<file path="src/rtl/full_adder_pkg.sv">
// ============================================================================
// Module : full_adder_pkg
// Desc   : Shared constants and result type for the full_adder slice.
// Rev    : 1.0  initial release
// ============================================================================
`default_nettype none

package full_adder_pkg;

  localparam int CNT_W_DEF = 8;

  // Two-bit arithmetic result of one full-adder evaluation.
  typedef struct packed {
    logic c;
    logic s;
  } fa_res_t;

endpackage

`default_nettype wire

</file>
<file path="src/rtl/half_adder.sv">
// ============================================================================
// Module : half_adder
// Desc   : One-bit half adder, s = a ^ b, c = a & b.
// Rev    : 1.0  initial release
// ============================================================================
`default_nettype none

module half_adder (
  input  logic a,
  input  logic b,
  output logic s,
  output logic c
);

  assign s = a ^ b;
  assign c = a & b;

endmodule

`default_nettype wire

</file>
<file path="src/rtl/full_adder.sv">
// ============================================================================
// Module : full_adder
// Desc   : Combinational full adder built from two half adders, with
//          registered outputs, a saturating carry-event counter and an
//          optional sticky arithmetic self-check (FULL_ADDER_SELFCHECK_EN).
// Rev    : 1.0  initial release
// ============================================================================
`default_nettype none

module full_adder
  import full_adder_pkg::*;
#(
  parameter int CNT_W = CNT_W_DEF
) (
  input  logic             clk,
  input  logic             rst,
  input  logic             A,
  input  logic             B,
  input  logic             Cin,
  output logic             Sum,
  output logic             Cout,
  output logic             Sum_q,
  output logic             Cout_q,
  output logic [CNT_W-1:0] carry_cnt,
  output logic             err
);

  localparam logic [CNT_W-1:0] CNT_MAX = '1;

  logic    ha0_s;
  logic    ha0_c;
  logic    ha1_c;
  fa_res_t res;

  half_adder u_ha0 (
    .a (A),
    .b (B),
    .s (ha0_s),
    .c (ha0_c)
  );

  half_adder u_ha1 (
    .a (ha0_s),
    .b (Cin),
    .s (Sum),
    .c (ha1_c)
  );

  assign Cout  = ha0_c | ha1_c;
  assign res.c = Cout;
  assign res.s = Sum;

  always_ff @(posedge clk) begin
    if (rst) begin
      Sum_q     <= 1'b0;
      Cout_q    <= 1'b0;
      carry_cnt <= '0;
    end else begin
      Sum_q  <= res.s;
      Cout_q <= res.c;
      // Saturate rather than wrap so a long carry run never reads as small.
      if (res.c && (carry_cnt != CNT_MAX)) begin
        carry_cnt <= carry_cnt + CNT_W'(1);
      end
    end
  end

`ifdef FULL_ADDER_SELFCHECK_EN
  logic [1:0] ref_sum;

  // Reference is plain addition, independent of the half-adder netlist.
  assign ref_sum = {1'b0, A} + {1'b0, B} + {1'b0, Cin};

  always_ff @(posedge clk) begin
    if (rst) begin
      err <= 1'b0;
    end else if (res != fa_res_t'(ref_sum)) begin
      err <= 1'b1;
    end
  end
`else
  assign err = 1'b0;
`endif

endmodule

`default_nettype wire

</file>
<file path="config.mk">
export PLATFORM = sky130hd
export DESIGN_NAME = full_adder
export DESIGN_NICKNAME = d
export VERILOG_FILES = /design/src/rtl/full_adder_pkg.sv /design/src/rtl/half_adder.sv /design/src/rtl/full_adder.sv
export SDC_FILE = /design/constraint.sdc
export NUM_CORES = 1
export LEC_CHECK = 0
export CAP_MARGIN = 0
export CORE_AREA = 3 3 40 42
export DETAILED_ROUTE_END_ITERATION = 10
export DIE_AREA = 0 0 43 45
export PLACE_DENSITY_LB_ADDON = 0.12
export SLEW_MARGIN = 20
export SYNTH_ARGS = -nofsm -noshare
export SYNTH_HDL_FRONTEND = slang
export SYNTH_SLANG_ARGS = --single-unit
</file>
<file path="constraint.sdc">
create_clock -name clk -period 1.85 [get_ports clk]
set_input_delay 0.2775 -clock clk [delete_from_list [all_inputs] [get_ports clk]]
set_output_delay 0.2775 -clock clk [all_outputs]
set_load 0.01 [all_outputs]
</file>
==> flow_summary.ini, run 1 <==
[run_status]
outcome = completed

[flow_run]
cap_violations = 0

[clock_tree]
numCtsBuffers = 3
numClockSinks = 10
ctsHtreeMaxLevel = 1
cts-root-buf = clkbuf_4
cts_tree = yes
cts_buffer_depth = 2
insertion_delay_ns = 0.26
path_clk_slew_ns = 0.06
cts_setup_buffers = 0

[synth]
synth.distinct_cells = 27
ys_ff_latch = 10
yosysSeqAreaShare_pct = 40.61
synth_fp_nets = 58
yosys_warnings = 0
synthTopCellsByArea = dfxtp_1, a21oi_1, a211oi_1
ys_top_cells_by_count = dfxtp_1, a21oi_1, nor3_1, a211oi_1, nor2b_1
post-synth-top-count-cell = dfxtp_1
async_flop_share_pct = 0
synth_top_area_cell = dfxtp_1
postSynthAreaPerCell_um2 = 9.666
netlist_instances = 51
ys.flop_type = dfxtp_1
synth_area_um2 = 493.0
yosysTopAreaCellShare_pct = 40.61
synth_edf_count = 0

[routing]
drtPass1Iterations = 4
routed_via_density = 5.259
routedWlPerCell_um = 12.31
vias = 447
drt_iter0_drc = 3
route.detailed.drc = 0
final_antenna_net_count = 0
drt_wl_total_mm = 1.046

[min_path]
hp-class = reg -> reg

[worst_setup_path]
path_class = in -> out
end_kind = output pin
slowest_delay_ns = 0.55
cp_cell_sequence = clkdlybuf4s50_1 > fa_1 > dlygate4sd2_1
startpoint_type = input pin
arrival_ns = 1.52
crit_fanout = 2
slowest_stage = fa_1
required_ns = 1.57

[grt]
globalRouteOverflowTotal = 0
grt_max_degree = 10
grt_pass1_wl_mm = 1.842
grt_pass1_vias = 415
track_usage_pct = 12.87
antenna_found_initial = 0

[power]
p_per_area_nw_per_um2 = 652.9
peakVddDrop_mv = 0.3839
p_leak_nw = 0.2545

[timing]
finalCriticalPeriod_ns = 1.794
maxSlewViolCount = 0
fin_setup_tns_ns = 0
hold_viol = 0
finalWorstSetupSlack_ns = 0.05581
rsz0062_at_grt = no
fin_worst_skew_ns = 0.001373
finalCritPeriodShare_pct = 96.98
fmax_mhz = 557.4
setup_viol = 0

[cells_and_area]
nFillCells = 123
final_area_um2 = 698.2
fin_cells = 85
utilization_pct = 54.33
n_antenna_cell = 0
final_layout_size_suffix_gt1_share_pct = 15.71
nets = 79
syn_to_final_growth_pct = 41.62

[floorplan]
start_util_pct = 38.36
rows = 13
core-area_um2 = 1285
die_y_um = 45
dieWidth_um = 43
io_pins = 18
dieArea_um2 = 1935

[placement]
dp.cells = 82
dpl_cell_area_um2 = 678.2
numPortBuffers = 16
dpl.hpwl_um = 805
dpl_worst_slack_ns = -0.2174
gpl.final_weighted_congestion = 0.8037
==> placed cells by master, fill, tap and decap left out, types with 2 or more instances in the layout <==
cell type / netlist / final
clkbuf_4: 0 / 3
nor2_1: 2 / 2
a31oi_1: 2 / 2
nor3_1: 4 / 4
nor2b_1: 3 / 3
clkdlybuf4s50_1: 0 / 14
nand2b_1: 2 / 2
dfxtp_1: 10 / 10
a211oi_1: 3 / 3
nand4_1: 2 / 2
a21oi_1: 5 / 5
dlygate4sd2_1: 0 / 2
buf_4: 1 / 3
==> cell families (layout without fill, tap and decap cells) <==
logic type | Yosys count | count (layout) | synth area share [%]
other | 1 | 1 | 0.7607
AOI/OAI and AO/OA | 13 | 13 | 17.77
buffers and inverters | 3 | 22 | 3.298
adders and majority gates | 2 | 2 | 6.599
muxes | 2 | 2 | 5.075
and+or+nand+nor | 20 | 20 | 25.89
DFF | 10 | 10 | 40.61
==> final cells by class <==
cell class              count  area (um2)  area share, %
clock buffers               3       22.52          3.226
multi-input cells          38       276.5          39.61
flip-flops and latches     10       200.2          28.67
well taps                  15       18.77          2.688
repair buffers             19       180.2          25.81
==> final timing paths <==
path | startpoint | end | slack, ns | depth (start not counted)
worst max-delay path | A | Sum | 0.06 | 3
worst min-delay path | carry_cnt[7] | carry_cnt[7] | 0.52 | 1
worst max register to register | carry_cnt[0] | carry_cnt[0] | 0.37 | 4
worst min register to register | carry_cnt[7] | carry_cnt[7] | 0.52 | 1
==> per-layer routing <==
layer  wire, um  global-route usage [%]  part of all wire (%)  up-vias
met4         22                   9.036                   2.1        0
li1           -                       -                     -      230
met1        485                   16.06                    46      201
met3         59                   3.984                   5.6        4
met2        479                   18.86                    46       12
met5          0                       0                     0        -
==> power by group <==
part           internal (W)  switching [W]
clock             0.0000749      0.0000690
sequential         0.000225     0.00000832
combinational     0.0000478      0.0000313
==> state kept, by name, indices dropped and copies added (netlist names) <==
register,flops
Sum_q,1
carry_cnt,8
Cout_q,1
==> worst max-delay path: cells and delay by family <==
| kind | cells | cell delay (ns) |
|---|---|---|
| buf+inv | 2 | 0.69 |
| fa+ha+maj | 1 | 0.55 |
==> what timing repair did <==
action | 4_1_cts | 5_1_grt
hold buffers | 0 | 0
gates resized for setup | 2 | 0
setup endpoints to repair | 2 | 0
==> per-stage QoR <==
| stage | hold slack (ns) | total power (W) |
|---|---|---|
| after global routing | 0.5568 | 0.0004877 |
| after global placement | 0.5150 | 0.0003197 |
| after detailed placement | 0.5197 | 0.0003216 |
| after CTS | 0.5305 | 0.0004650 |
| after floorplan | 0.4611 | 0.0002751 |
| final | 0.5248 | 0.0004558 |
Power figures use the tool's default switching activity.
==> run 2: changes to the inputs <==
Settings changed: CORE_AREA 3 3 40 42 to 2 2 39 41, DIE_AREA 0 0 43 45 to 0 0 41 43.
==> run 2 against run 1 <==
  * Critical path depth unchanged
  * Flip-flop and latch count unchanged
  * Non-clock buffer count unchanged
  * Worst hold slack worse by 0.00075 ns
  * Wire length down 5.8%
  * Fmax about the same
  * Clock power up 33%
  * Register-to-register slack about the same
  * Highest routed layer is now met3
==> flow_summary.ini, run 2 (same netlist as run 1, synthesis figures left out) <==
[placement]
gpl.final_weighted_congestion = 0.7400
dp.cells = 83
numPortBuffers = 16
dpl_cell_area_um2 = 679.4
dpl.hpwl_um = 728.6

[cells_and_area]
final_common_cell = clkdlybuf4s50_1
final_cell_mix = clkdlybuf4s50_1, dfxtp_1, a21oi_1, nor3_1
final_layout_size_suffix_gt1_share_pct = 16.90
regMostFlops = carry_cnt
nets = 79
largest_reg_flops = 8
nFillCells = 143
utilization_pct = 51.54
top_regs = carry_cnt x8, Cout_q x1, Sum_q x1
syn_to_final_growth_pct = 44.67
fin_cells = 87
final_area_um2 = 713.2
n_antenna_cell = 0

[clock_tree]
cts_tree = yes
cts_buffer_depth = 2
ctsHoldBuffers = 0
cts_resized = 2
insertion_delay_ns = 0.26
path_clk_slew_ns = 0.06
numCtsBuffers = 3
ctsHtreeMaxLevel = 1
cts-root-buf = clkbuf_4
numClockSinks = 10
cts_setup_buffers = 0

[floorplan]
dieWidth_um = 41
core-area_um2 = 1384
die_y_um = 43
rows = 14
start_util_pct = 35.62
io_pins = 18
dieArea_um2 = 1763

[power]
p_per_area_nw_per_um2 = 705.1
power_report.internal_total_w = 0.0003915
p_leak_nw = 0.2616
power_w = 0.0005029
swShare_pct = 22.15
switchingPower_w = 0.0001114
p_comb_share_pct = 15.5
pwr-share-clk_pct = 38.2
seq_power_share_pct = 46.3
peakVddDrop_mv = 0.3433

[timing]
hold_viol = 0
fmax_mhz = 557.8
fin_worst_skew_ns = 0.002426
finalCritPeriodShare_pct = 96.91
maxSlewViolCount = 0
rsz0062_at_grt = no
fin_setup_tns_ns = 0
setup_viol = 0
finalCriticalPeriod_ns = 1.793

[grt]
grt_max_degree = 10
track_usage_pct = 14.47
antenna_found_initial = 0
grt_pass1_wl_mm = 1.725
globalRouteOverflowTotal = 0
grt_pass1_vias = 397

[run_status]
outcome = completed

[worst_setup_path]
startpoint_type = input pin
arrival_ns = 1.52
slowest_stage = fa_1
slowest_delay_ns = 0.54
end_kind = output pin
path_buf_inv = 2
path_class = in -> out
required_ns = 1.57
cp_top_family = buffers and inverters
crit_fanout = 2
cp_cell_sequence = clkdlybuf4s50_1 > fa_1 > dlygate4sd2_1

[routing]
drtPass1Iterations = 4
route.detailed.drc = 0
routed_via_density = 5.161
routedWlPerCell_um = 11.32
drt_iter0_drc = 10
drt_wl_total_um = 985
final_antenna_net_count = 0
vias = 449

[min_path]
hp-class = reg -> reg

[flow_run]
cap_violations = 0
-- run 2: changes by cell type in the layout (fill, tap and decap cells not counted), sizes merged --
cell / delta
clkbuf: +1
-- run 2: worst paths after layout --
path / slack, ns / startpoint / cells past startpoint / to
max: 0.06 / A / 3 / Sum
min: 0.52 / carry_cnt[7] / 1 / carry_cnt[7]
max reg2reg: 0.38 / carry_cnt[0] / 4 / carry_cnt[0]
min reg2reg: 0.52 / carry_cnt[7] / 1 / carry_cnt[7]
-- run 2: cell type report --
cell class	count	area, um2	area share [%]
Clock buffer	4	36.28	5.088
Sequential cell	10	200.2	28.07
Tap cell	16	20.02	2.807
Multi-Input combinational cell	38	276.5	38.77
Timing Repair Buffer	19	180.2	25.26
-- run 2: per-stage QoR --
stage | hold slack, ns | worst slack (ns)
after detailed placement | 0.5068 | -0.2248
after global routing | 0.5476 | 0.01560
after CTS | 0.5257 | 0.05000
after floorplan | 0.4611 | 0.4204
after global placement | 0.5134 | -0.2180
final | 0.5240 | 0.05710
-- run 2: power groups by stage --
stage | logic (W) | clock network [W] | registers (W)
after floorplan | 0.0000343 | 0 | 0.000241
after global placement | 0.0000823 | 0 | 0.000238
after detailed placement | 0.0000825 | 0 | 0.000237
after CTS | 0.0000787 | 0.000201 | 0.000233
after global routing | 0.0000848 | 0.000219 | 0.000234
final | 0.0000779 | 0.000192 | 0.000233
-- run 2: worst reg2reg max path: stages, from the launching register on --
cell and delay [ns]:
dfxtp_1 0.36, ha_1 0.27, and4_4 0.24, a21boi_2 0.18
mux2_4 0.31
-- run 2: metal layers --
metal | share of wire (%) | vias to the layer above | global-route usage (%)
met5 | 0 | - | 0
li1 | - | 231 | -
met4 | 0 | 0 | 4.000
met1 | 49 | 205 | 20.00
met2 | 45 | 13 | 19.06
met3 | 6.7 | 0 | 7.853
==> run 3: changes to the inputs <==
Settings changed: CORE_AREA 2 2 39 41 to unset, CORE_MARGIN set to 1.5, CORE_UTILIZATION set to 37, DIE_AREA 0 0 41 43 to unset.
Clock period 1.85 ns to 1.6 ns, I/O delays scaled along.
==> run 3 against run 2 <==
  * Final area is 2.8% higher
  * Flip-flop and latch count unchanged
  * First-iteration DRC count unchanged
  * Largest cell class unchanged
  * Largest power group unchanged
==> flow_summary.ini, run 3 (same netlist as run 1, synthesis figures left out) <==
[routing]
topRoutingLayerUsed = met4
route.detailed.drc = 0
vias = 472
drt_wl_total_mm = 1.073
drt_iter0_drc = 10
drtPass1Iterations = 4
wl_met1_um = 517
routed_via_density = 5.488
met2_length_um = 474
routedWlPerCell_um = 12.48
met3_length_um = 72
final_antenna_net_count = 0

[cells_and_area]
final_common_cell = clkdlybuf4s50_1
top_regs = carry_cnt x8, Cout_q x1, Sum_q x1
final_layout_size_suffix_gt1_share_pct = 23.61
n_antenna_cell = 0
syn_to_final_growth_pct = 48.73
regMostFlops = carry_cnt
largest_reg_flops = 8
final_cell_mix = clkdlybuf4s50_1, dfxtp_1, a21oi_1, nor3_1, buf_4
nets = 80
fin_cells = 86

[clock_tree]
cts_tree = yes
cts_setup_buffers = 0
path_clk_slew_ns = 0.07
ctsHtreeMaxLevel = 1
numClockSinks = 10
cts-root-buf = clkbuf_4
numCtsBuffers = 3
cts_buffer_depth = 2
insertion_delay_ns = 0.27

[floorplan]
io_pins = 18
rows = 12
dieWidth_um = 39.50
start_util_pct = 42.09
core-area_um2 = 1171
die_y_um = 39.50
dieArea_um2 = 1560

[worst_setup_path]
slowest_delay_ns = 0.56
crit_fanout = 2
startpoint_type = input pin
arrival_ns = 1.33
path_buf_inv = 2
startpoint = Cin
cp_top_family = adder cells
worstReg2RegStart = carry_cnt[0]
cp_cell_sequence = clkdlybuf4s50_1 > fa_2 > buf_6
end_kind = output pin
slowest_stage = fa_2
required_ns = 1.36
path_class = in -> out

[placement]
dpl.hpwl_um = 772.3
numPortBuffers = 16
gpl.final_weighted_congestion = 0.7253
dp.cells = 82

[timing]
hold_viol = 0
setup_viol = 0
maxSlewViolCount = 0
fin_worst_skew_ns = 0.003082
finalCritPeriodShare_pct = 97.90
fin_setup_tns_ns = 0
finalCriticalPeriod_ns = 1.566
fmax_mhz = 638.4
rsz0062_at_grt = no

[grt]
grt_max_degree = 9
track_usage_pct = 16.86
grt_pass1_vias = 393
antenna_found_initial = 0
globalRouteOverflowTotal = 0
grt_pass1_wl_mm = 1.725

[flow_run]
cap_violations = 0

[run_status]
outcome = completed

[power]
p_per_area_nw_per_um2 = 814.8
peakVddDrop_mv = 0.6500
p_leak_nw = 0.2766

[min_path]
holdCritStartpoint = A
hp-class = in -> reg
run 3: area by class of cell:
| type | count | area (um2) |
|---|---|---|
| flip-flops and latches | 10 | 200.2 |
| clock buffers | 4 | 36.28 |
| well taps | 14 | 17.52 |
| multi-input cells | 38 | 284.0 |
| fillers | 107 | 437.9 |
| repair buffers | 20 | 195.2 |
run 3: what timing repair did:
action | in CTS | in global routing
gates resized for setup | 7 | 4
hold buffers | 0 | 0
endpoints found under the setup margin | 3 | 8
pin swaps | 0 | 1
run 3: worst paths after layout:
kind,end,slack (ns),cells past startpoint
max,Sum,0.03,3
min,Sum_q,0.48,3
max reg2reg,carry_cnt[0],0.15,4
min reg2reg,carry_cnt[1],0.53,2
run 3: metal layers:
| metal | GRT usage, % | vias to the layer above |
|---|---|---|
| met5 | 0 | - |
| met4 | 2.586 | 0 |
| met3 | 8.523 | 3 |
| met2 | 26.64 | 15 |
| met1 | 20.55 | 222 |
| li1 | - | 232 |
run 3: tightest hold or removal path, stage by stage:
cell,delay [ns]
dlymetal6s2s_1,0.12
fa_2,0.23
nor2b_1,0.12
run 3: per-stage QoR:
stage | cell area, um2 | hold WS, ns | worst slack (ns) | total power [W] | utilization [%]
after CTS | 716.9 | 0.5324 | -0.006870 | 0.0006022 | 61.22
after detailed placement | 684.4 | 0.5190 | -0.4088 | 0.0003716 | 58.44
after floorplan | 493.0 | 0.4236 | 0.1783 | 0.0003181 | -
after global routing | 733.2 | 0.4868 | 0.006125 | 0.0006307 | 62.61
after global placement | 684.4 | 0.5153 | -0.3905 | 0.0003691 | 58.44
final | 733.2 | 0.4786 | 0.03355 | 0.0005974 | 62.61
run 3: power by group:
| part | total (W) | leakage (nW) | switching (W) | internal [W] |
|---|---|---|---|---|
| logic | 0.0000973 | 0.174 | 0.0000369 | 0.0000604 |
| clock network | 0.000231 | 0.0210 | 0.0000926 | 0.000138 |
| registers | 0.000269 | 0.0815 | 0.00000978 | 0.000260 |
| total | 0.000597 | 0.277 | 0.000139 | 0.000458 |
